**src/rtl/unidad_riesgos.sv**
```systemverilog
// Hazard and sequencing controller for the 5-stage MIPS pipeline: load-use and
// branch-operand stalls, taken-branch flush, single-step gating, HALT drain and cycle count.
module unidad_riesgos #(
  parameter int DRAIN_CYCLES = 2,
  parameter int CNT_W        = 32
) (
  input  logic             i_clk,
  input  logic             i_reset,
  input  logic [4:0]       i_rs_ID,
  input  logic [4:0]       i_rt_ID,
  input  logic             i_uses_rt_ID,
  input  logic             i_branch_ID,
  input  logic             i_branch_taken_ID,
  input  logic             i_halt_ID,
  input  logic [4:0]       i_rt_EX,
  input  logic             i_mem_read_EX,
  input  logic [4:0]       i_rd_EX,
  input  logic             i_write_reg_EX,
  input  logic [4:0]       i_rd_MEM,
  input  logic             i_mem_read_MEM,
  input  logic             i_step_mode,
  input  logic             i_step,
  output logic             o_pipe_enable,
  output logic             o_stall_IF_ID,
  output logic             o_bubble_EX,
  output logic             o_flush_IF_ID,
  output logic             o_halted,
  output logic [CNT_W-1:0] o_cycle_count
);

  localparam int DW = (DRAIN_CYCLES > 1) ? $clog2(DRAIN_CYCLES) : 1;
  localparam logic [DW-1:0] DRAIN_LAST = DW'(DRAIN_CYCLES - 1);

  typedef enum logic [1:0] {RUN, DRAIN, HALTED} state_t;

  state_t           state_reg;
  logic [DW-1:0]    drain_cnt_reg;
  logic             halted_reg;
  logic [CNT_W-1:0] cycle_cnt_reg;

  logic lu_hazard;
  logic br_ex_match;
  logic br_mem_match;
  logic br_hazard;
  logic stall;
  logic halt_go;

  assign lu_hazard = i_mem_read_EX && (i_rt_EX != 5'd0) &&
                     ((i_rt_EX == i_rs_ID) || (i_uses_rt_ID && (i_rt_EX == i_rt_ID)));

  // Branches compare both operands in ID, so any in-flight producer of either one blocks them.
  assign br_ex_match  = i_write_reg_EX && (i_rd_EX != 5'd0) &&
                        ((i_rd_EX == i_rs_ID) || (i_rd_EX == i_rt_ID));
  assign br_mem_match = i_mem_read_MEM && (i_rd_MEM != 5'd0) &&
                        ((i_rd_MEM == i_rs_ID) || (i_rd_MEM == i_rt_ID));
  assign br_hazard    = i_branch_ID && (br_ex_match || br_mem_match);

  assign stall   = (state_reg == RUN) && (lu_hazard || br_hazard);
  assign halt_go = (state_reg == RUN) && i_halt_ID && !stall;

  assign o_pipe_enable = (state_reg != HALTED) && (!i_step_mode || i_step);
  assign o_halted      = halted_reg;
  assign o_cycle_count = cycle_cnt_reg;

  always_comb begin
    o_stall_IF_ID = 1'b0;
    o_bubble_EX   = 1'b0;
    o_flush_IF_ID = 1'b0;
    case (state_reg)
      RUN: begin
        // A stalled branch compared stale operands, so its taken flag is not trusted.
        if (stall || halt_go) begin
          o_stall_IF_ID = 1'b1;
          o_bubble_EX   = 1'b1;
        end
        o_flush_IF_ID = i_branch_taken_ID && !stall;
      end
      DRAIN: begin
        o_stall_IF_ID = 1'b1;
        o_bubble_EX   = 1'b1;
      end
      HALTED: begin
        o_stall_IF_ID = 1'b1;
      end
      default: begin
        o_stall_IF_ID = 1'b0;
      end
    endcase
  end

  always_ff @(posedge i_clk or posedge i_reset) begin
    if (i_reset) begin
      state_reg     <= RUN;
      drain_cnt_reg <= '0;
      halted_reg    <= 1'b0;
      cycle_cnt_reg <= '0;
    end else if (o_pipe_enable) begin
      cycle_cnt_reg <= cycle_cnt_reg + CNT_W'(1);
      case (state_reg)
        RUN: begin
          if (halt_go) begin
            state_reg     <= DRAIN;
            drain_cnt_reg <= '0;
          end
        end
        DRAIN: begin
          if (drain_cnt_reg == DRAIN_LAST) begin
            state_reg  <= HALTED;
            halted_reg <= 1'b1;
          end else begin
            drain_cnt_reg <= drain_cnt_reg + DW'(1);
          end
        end
        default: begin
          state_reg <= state_reg;
        end
      endcase
    end
  end

endmodule

```
**config.mk**
```make
export PLATFORM = sky130hd
export DESIGN_NAME = unidad_riesgos
export DESIGN_NICKNAME = d
export VERILOG_FILES = /design/src/rtl/unidad_riesgos.sv
export SDC_FILE = /design/constraint.sdc
export NUM_CORES = 1
export LEC_CHECK = 0
export BUFFER_PORTS_ARGS = -buffer_cell sky130_fd_sc_hd__buf_2
export CORE_MARGIN = 2
export CORE_UTILIZATION = 31
export DETAILED_ROUTE_END_ITERATION = 8
export PLACE_DENSITY = 0.6
export SKIP_CTS_REPAIR_TIMING = 1
export SYNTH_ARGS = -nofsm -noshare
export SYNTH_HDL_FRONTEND = slang
export SYNTH_SLANG_ARGS = --single-unit
```
**constraint.sdc**
```tcl
create_clock -name i_clk -period 2.6 [get_ports i_clk]
set_input_delay 0.39 -clock i_clk [delete_from_list [all_inputs] [get_ports i_clk]]
set_output_delay 0.39 -clock i_clk [all_outputs]
set_load 0.005 [all_outputs]
```
Word-level counts from Yosys, hierarchy flattened
Cells that the tools add are included.

cells by class
  multiplexer cells = 10
  add/subtract/negate cells = 2
  equality and inequality tests = 11
  reductions and logical operators = 31

operators with widths
  kind                                                                   count
  32-bit by 1-bit adder with 32-bit output, second input constant        1
  5-bit equality test                                                    6
  5-bit nonzero test                                                     3
  1-bit logical AND                                                      13
  1-bit logical OR                                                       7
  2-bit != test, second input constant                                   3
  1-bit one-hot mux with 2 select lines                                  3
  3-bit AND reduction                                                    2
  1-bit 2-to-1 mux                                                       4
  2-bit 2-to-1 mux                                                       2
  2-bit one-hot mux with 2 select lines                                  1
  4-bit AND reduction                                                    1
  2-bit by 1-bit equality test with 1-bit output, second input constant  1
  2-bit equality test, second input constant                             1
  1-bit zero test                                                        2
  2-bit zero test                                                        1
  2-bit nonzero test                                                     1
  2-bit OR reduction                                                     1
  1-bit adder, second input constant                                     1

word-level totals
  register bits after elaboration = 36
  output and inout bits = 37

Longest topological paths before layout
  word-level depth = 12
  depth in mapped cells = 8
  mapped depth without buffers = 7

Least setup slack after synthesis
No wires, ideal clock.

  path type = input to output
  start point = input i_rt_EX[1]
  end point = output o_flush_IF_ID
  data arrival time = 1.851 ns
  required time = 2.210 ns
  cell stages on the path = 4
  path slack = 0.359 ns
  cells stage by stage = or4_1 > o21a_1 > a222oi_1 > and3_2

between the ends
  word-level cells in the longest chain between the ends = 9
  elaborated cells between the ends (all ways) = 12
  classes of those cells = eq/ne: 2; mux: 1; reduce/logical: 9

RTL lines
  item                   line  source
  from (decl)            15    input logic [4:0] i_rt_EX,
  5-bit equality test    49    ((i_rt_EX == i_rs_ID) || (i_uses_rt_ID && (i_rt_EX == i_rt_ID)));
  1-bit logical AND      49
  1-bit logical OR       49
  1-bit logical AND (*)  48    assign lu_hazard = i_mem_read_EX && (i_rt_EX != 5'd0) &&
  1-bit logical OR (*)   58    assign stall = (state_reg == RUN) && (lu_hazard || br_hazard);
  1-bit logical AND (*)  58
  1-bit zero test (*)    76    o_flush_IF_ID = i_branch_taken_ID && !stall;
  1-bit logical AND (*)  76
  1-bit 2-to-1 mux (*)   69    case (state_reg)
  to (decl)              26    output logic o_flush_IF_ID,

Mark *: on every way between the ends. The rest lies on a longest branch, timed or not.

Worst setup path in the final report
Same ends and word-level chain as after synthesis.

==> run metrics <==
root buf cell clkbuf_8; CP max stage cell or4_1; diode count 0; pwr dens 659 nW/um2; Synth Area in Compound Gates 0.0578; slack of the critical path 223 ps; CP arrival 1990 ps; total global routing overflow 0; sequential fraction of the synthesis area 0.438; Initial Util 0.322; Worst R2R Path Depth 7; Max Slew Vio Count 0; wire per inst 13.2 um; Worst Path Max Fanout 6; Cell Area, Placed 2550 um2; first-pass GRT wire length between 8 and 9 mm; Max VDD drop 0.277 mV; count of non-filler cells in the finished layout approximately 360; CP dominant cell by count buf_2; CTS tree yes; crit path kind input pin to output pin; Slew @ Worst Pin 455 ps; Placement Setup Slack 223 ps; max incr delay on CP 520 ps; Synth top area share 0.438; Skew-Pair Late Insertion Delay ~280 ps; multi-input logic area 1130 um2; simple-gate area share of the yosys netlist 0.190; Initial DRC Count between 60 and 70; Worst slew margin 0.697; max reg flops 32; Hold Path Class input pin to async pin; DIE WIDTH roughly 85 um; Fin Hold WS between 150 and 200 ps; Routed Antenna Nets 0; CP endpoint kind output pin; layout cells sized above 1 0.319; clock slew at reported path FFs 70 ps; post-synthesis mux area share 0.0110; gr usage total 0.139; Adder-Cell Fraction of Synth Area 0.0304; DRC viols 0; Vias 1730; RSZ-0062 raised after global routing false; Final min period 2380 ps; Worst setup SP type input pin; clock sink count 36; Fill cells about 650; placed cells approximately 360; CTS Buf Count 5; final setup vio count 0; Rows 29; design area between 2000 and 3000 um2; WL final 4.76 mm; period utilization 0.914; synth top area cells dfrtp_1, xnor2_1, nand3_1; Reg area 901 um2; xor/xnor share of the synthesized area 0.260; vias in the first global route 1732; Die Y-Extent ~85 um; largest net degree at the start of global routing 37; Synth Cell Area 2060 um2; Final Hold Fails 0; synth warn 0; Seq cells post-synth 36; Synth cell types 33; crit-path cells buf_2 > or4_1 > o21a_1 > a222oi_1 > buf_4 > and3_2 > buf_2; Via density 4.78; commonest non-fill, non-tap cell in the layout buf_2; Core ar. 6390 um2; Final Skew 4.51 ps; # H-tree levels 2; Yosys top cell by area dfrtp_1; main combinational cell family by area after synthesis XOR/XNOR gates; DIE AREA 7300 um2; IO buf count 72; antenna violations before repair 0; max_cap viols 0; Mapped Avg Cell Area roughly 10 um2; syn_nets 242; setup_tns 0 ps; DRT Pass-1 Iters 4; status finished clean; Gate Count Post-Synth 201; fmax 0.421 GHz; Layout area overhead 28.9%; GPL Wtd Cong around 0.86; I/O Pins 73; WP data required 2210 ps; Leak 1.28 nW; Max Buffers Root-to-Sink 2; most frequent cells in the layout buf_2, xnor2_1, dfrtp_1; HPWL Detailed 3.83 mm; Net count, final 326
final cells by class:
class                      instances  area share
inverter                           6     0.00850
multi-input combinational        158       0.426
clock buffer                       7      0.0364
tap                               77      0.0364
timing repair buffer              78       0.153
sequential                        36       0.340
Yosys cell counts, drive strengths merged:
library cell  count
mux2              2
and4              3
o22ai             3
or3               3
inv               6
a222oi            1
nand4             9
nand2b            1
and3              8
o21a              1
a2111oi           1
xnor2            53
or2               1
o311a             3
o311ai            1
a31o              1
xor2              8
nand4b            1
a21oi             2
a31oi             1
nor2             10
buf               1
or4               1
nand3            16
dfrtp            36
and2              1
nand2            19
a211oi            1
ha                5
nor4              2
kinds of logic after synthesis:
group / Yosys count
buf+inv: 7
xor+xnor: 61
mux: 2
simple gates: 75
fa+ha+maj: 5
compound gates: 15
flops: 36
worst max-delay path, delay by kind of cell:
| family | cells | cell delay, ps |
|---|---|---|
| compound gates | 2 | 490 |
| buf+inv | 3 | 420 |
| simple gates | 2 | 690 |
path summary, 6_finish.rpt:
kind | start | slack [ps] | end
max | i_rt_EX[1] | 220 | o_flush_IF_ID
min | i_reset | 200 | o_cycle_count[14]
max reg2reg | o_cycle_count[3] | 440 | o_cycle_count[26]
min reg2reg | o_cycle_count[31] | 470 | o_cycle_count[31]
max in group asynchronous | i_reset | 2080 | o_cycle_count[3]
min in group i_clk | o_cycle_count[31] | 470 | o_cycle_count[31]
per-stage QoR:
stage                     power (W)  utilization
final                       0.00175        0.415
after global routing        0.00188        0.415
after CTS                   0.00178        0.415
after detailed placement    0.00134        0.400
after global placement      0.00133        0.400
after floorplan             0.00109            -
layer usage:
metal,track usage,wire (um)
met1,0.181,2170
met2,0.229,2380
met3,0.0243,135
met4,0.0577,76
met5,0,0
where the power goes:
| part | internal, W | switching, W |
|---|---|---|
| Combinational | 0.000291 | 0.000273 |
| Sequential | 0.000645 | 0.000112 |
| Clock | 0.000236 | 0.000188 |
| Total | 0.00117 | 0.000573 |
(Power assumes the default switching activity.)
